`src/rtl/sign_apply.sv`:
```
`default_nettype none
// ============================================================================
// Module      : sign_apply
// Description : Sign-magnitude |a - b| via a compare/swap step followed by a
//               3-cycle bit-serial LSB-first subtraction.
// Revision    : 1.0 - initial release
// ============================================================================
module sign_apply (
  input  logic       clk,
  input  logic       rst,
  input  logic       start,
  input  logic [2:0] a_mag,
  input  logic [2:0] b_mag,
  output logic       busy,
  output logic       done,
  output logic [3:0] result
);

  localparam logic [1:0] c_IDLE = 2'd0;
  localparam logic [1:0] c_CMP  = 2'd1;
  localparam logic [1:0] c_SUB  = 2'd2;
  localparam logic [1:0] c_DONE = 2'd3;

  logic [1:0] r_state;
  logic [2:0] r_x;
  logic [2:0] r_y;
  logic       r_sign;
  logic       r_borrow;
  logic [1:0] r_cnt;
  logic [2:0] r_diff;
  logic [3:0] r_result;

  logic       w_x_bit;
  logic       w_y_bit;
  logic       w_diff_bit;
  logic       w_borrow_next;

  // Operands shift right during SUB, so bit 0 is always the current bit.
  assign w_x_bit       = r_x[0];
  assign w_y_bit       = r_y[0];
  assign w_diff_bit    = w_x_bit ^ w_y_bit ^ r_borrow;
  assign w_borrow_next = (~w_x_bit & w_y_bit) | (~w_x_bit & r_borrow) | (w_y_bit & r_borrow);

  always_ff @(posedge clk or posedge rst) begin
    if (rst) begin
      r_state  <= c_IDLE;
      r_x      <= 3'd0;
      r_y      <= 3'd0;
      r_sign   <= 1'b0;
      r_borrow <= 1'b0;
      r_cnt    <= 2'd0;
      r_diff   <= 3'd0;
      r_result <= 4'd0;
    end else begin
      case (r_state)
        c_IDLE: begin
          if (start) begin
            r_x     <= a_mag;
            r_y     <= b_mag;
            r_state <= c_CMP;
          end
        end
        c_CMP: begin
          // Strict compare keeps equal operands positive, so 4'b1000 never appears.
          if (r_y > r_x) begin
            r_sign <= 1'b1;
            r_x    <= r_y;
            r_y    <= r_x;
          end else begin
            r_sign <= 1'b0;
          end
          r_borrow <= 1'b0;
          r_cnt    <= 2'd0;
          r_state  <= c_SUB;
        end
        c_SUB: begin
          r_diff   <= {w_diff_bit, r_diff[2:1]};
          r_borrow <= w_borrow_next;
          r_x      <= {1'b0, r_x[2:1]};
          r_y      <= {1'b0, r_y[2:1]};
          r_cnt    <= r_cnt + 2'd1;
          if (r_cnt == 2'd2) begin
            r_result <= {r_sign, w_diff_bit, r_diff[2:1]};
            r_state  <= c_DONE;
          end
        end
        c_DONE: begin
          r_state <= c_IDLE;
        end
        default: begin
          r_state <= c_IDLE;
        end
      endcase
    end
  end

  assign busy   = (r_state == c_CMP) || (r_state == c_SUB);
  assign done   = (r_state == c_DONE);
  assign result = r_result;

endmodule
`default_nettype wire
```
`config.mk`:
```
export PLATFORM = sky130hd
export DESIGN_NAME = sign_apply
export DESIGN_NICKNAME = d
export VERILOG_FILES = /design/src/rtl/sign_apply.sv
export SDC_FILE = /design/constraint.sdc
export NUM_CORES = 1
export LEC_CHECK = 0
export CORE_MARGIN = 2
export CORE_UTILIZATION = 55
export CTS_CLUSTER_DIAMETER = 120
export CTS_CLUSTER_SIZE = 20
export DETAILED_ROUTE_END_ITERATION = 10
export GPL_TIMING_DRIVEN = 1
export PLACE_DENSITY = 0.83
export SLEW_MARGIN = 20
export SYNTH_ARGS = -nofsm -noshare
export SYNTH_HDL_FRONTEND = slang
export SYNTH_SLANG_ARGS = --single-unit
```
`constraint.sdc`:
```
create_clock -name clk -period 3.1 [get_ports clk]
set_clock_uncertainty 0.2 [all_clocks]
set_input_delay 0.465 -clock clk [delete_from_list [all_inputs] [get_ports clk]]
set_output_delay 0.465 -clock clk [all_outputs]
set_load 0.02 [all_outputs]
```
==> metrics.txt <==
outcome=finished, final reports clean; vias in the first global route=686; initial antenna violation count=0; syn avg cell area=10.6 um^2; DR iter-0 viols=5; crit path DAT=2.15 ns; Worst Setup SP=r_state[0]; Mapped Nets=114; minimum clock period=2.82 ns; unrepaired setup endpoints after global routing=false; later-pin clock latency in the skew report=0.29 ns; HP Class=flop to flop; Max Buffers Root-to-Sink=2; Final Routed Wirelength=1.79 mm; Slew HR=0.543; commonest non-fill, non-tap cell in the layout=dfrtp_1; Worst-path clk slew=0.10 ns; sequential-to-total area share from yosys stat=0.447; Pre-antenna DRT Iters=5; DR WL/cell=13.4 um; Post-synth ARST share=1.00; Placement Rows=15; Setup crit end kind=output port; Highest Clock Rate=0.355 GHz; period utilisation layout=0.909; Max Cap Viol=0; Post-Syn Instances=95; ANT cells=0; Worst Tran Pin Value=0.685 ns; Core Box Area=1730 um^2; Worst Path Max Fanout=20; Ys Warns=0; largest net degree at the start of global routing=21; fraction of the mapped netlist area in simple logic gates=0.0919; H-tree Lvls=1; leakage=0.555 nW; Post-CTS Setup Bufs=0; Antenna Nets Post-Route=0; FF-to-FF End=r_y[2]; Hold Startpoint=r_diff[1]; CTS Root Buffer Type=clkbuf_4; Die ar.=2190 um^2; hpwl dp=1.31 mm; Area contributors post-synth=dfrtp_1 45%, ha_1 11%, inv_1 4.1%; CP Cell Sequence=inv_1 > ha_1 > clkdlybuf4s50_1; CP max-delay cell=clkdlybuf4s50_1; compound-cell area share of the yosys netlist=0.133; Nets=129; Via Count=701; flops & latches, synth=18; DRC viols=0; number of failing hold endpoints at the final stage=0; Mapped Area=1010 um^2; post-synthesis adder-cell area fraction=0.132; remaining global-route overflow=0; fraction of layout cells with a size suffix above 1=0.119; PwrDens=1190 nW/um^2; Peak supply drop=0.755 mV; area delta synth->final=18.3%; startpoint types=flop; Setup TNS Final=0 ns; first-pass GRT wire length=2.86 mm; Reg2Reg Depth=6; main combinational cell family by area after synthesis=compound AO/OA/AOI/OAI gates; CP Class=flop to output port; RePlAce Congestion=0.778; worst r2r src=r_x[2]; post-synthesis mux area share=0.125; Reg2Reg Setup Slack=1.13 ns; Synth top area share=0.447; final hold slack=0.296 ns; die span in x=46.8 um; post-synth top area cell=dfrtp_1; total CTS buffers=3; Synth cell types=26; Overall Power=1.42 mW; critical path required time=2.43 ns; # resized after CTS=0; Post-synth EDFFs=0; hold_buf cts=0; most frequent cells in the layout=18 x dfrtp_1, 14 x clkdlybuf4s50_1, 11 x inv_1; endpoints failing setup=0; Final Max Tran Viols=0; # fillers=139; io pins=15; prevailing post-synth register cell=dfrtp_1; clk sink count=18; # port buffers=14; die height=46.8 um; critical path capture point=busy; post-DR vias/cell=5.23; global-route total usage across every layer=0.195; xor/xnor share of the synthesized area=0; Crit path largest cell delay=0.71 ns; CTS tree=built; Initial Utilization=0.583
==> cells by family (layout without fill, tap and decap cells) <==
group,count (synthesis),in the layout
AOI/OAI and AO/OA,21,21
and+or+nand+nor,19,19
DFF,18,18
buffers and inverters,16,30
muxes,11,11
adders and majority gates,10,10
==> through the flow <==
stage,std cells,setup WS [ns],util,instance area [um^2]
final,134,0.282,0.690,1190
after global routing,134,0.178,0.690,1190
after CTS,134,0.290,0.690,1190
after detailed placement,130,0.632,0.669,1150
after global placement,130,0.690,0.669,1150
after floorplan,95,1.28,-,1010
==> report_power, final <==
group	switching [mW]	internal (mW)	leakage (nW)	total, mW
Sequential	0.0797	0.345	0.224	0.425
Combinational	0.459	0.393	0.310	0.853
Clock	0.0739	0.0716	0.0210	0.146
Total	0.613	0.810	0.555	1.42
==> worst min-delay path by stage <==
stage | to | cells past startpoint | slack [ns]
after global placement | result[0] | 1 | 0.26
after global routing | result[3] | 1 | 0.32
after detailed placement | result[0] | 1 | 0.28
after CTS | result[0] | 1 | 0.30
final | result[0] | 1 | 0.30
after floorplan | r_borrow | 1 | 0.20
==> layer usage <==
metal	vias to the layer above	global-route usage	routed length [um]
met5	-	0	0
met4	0	0.117	38
met3	5	0.0346	53
met2	14	0.323	889
met1	336	0.236	811
li1	346	-	-
==> state kept, by name, summed over array words and instances, names as in the netlist <==
| name | cells |
|---|---|
| r_borrow | 1 |
| r_cnt | 2 |
| r_diff | 2 |
| r_sign | 1 |
| r_state | 2 |
| r_x | 3 |
| r_y | 3 |
| result | 4 |
==> synth_stat cells (2+ instances only) <==
| master | instances |
|---|---|
| dfrtp_1 | 18 |
| nor2_1 | 3 |
| a22oi_1 | 4 |
| nand3_1 | 2 |
| mux2_1 | 3 |
| inv_1 | 11 |
| mux2_4 | 2 |
| nand2_1 | 9 |
| o21ai_0 | 4 |
| buf_4 | 2 |
| mux2_2 | 2 |
| mux2i_1 | 4 |
| nand3b_1 | 2 |
| a21oi_1 | 5 |
| ha_1 | 9 |
| o21ai_1 | 5 |
==> cell type report <==
type,count,area [um^2],share of cell area
sequential,18,450,0.378
clock buffer,4,36.3,0.0305
timing repair buffer,14,140,0.118
inverter,12,47.5,0.0399
multi-input combinational,61,485,0.408
tap,25,31.3,0.0263
==> worst max-delay path, delay by kind of cell, from the launching register on <==
family | cells | cell delay [ns]
adder cells (fa/ha/maj) | 1 | 0.66
buffers and inverters | 2 | 0.79
flip-flops | 1 | 0.41
Note: power is estimated with default switching activity, not from simulation.
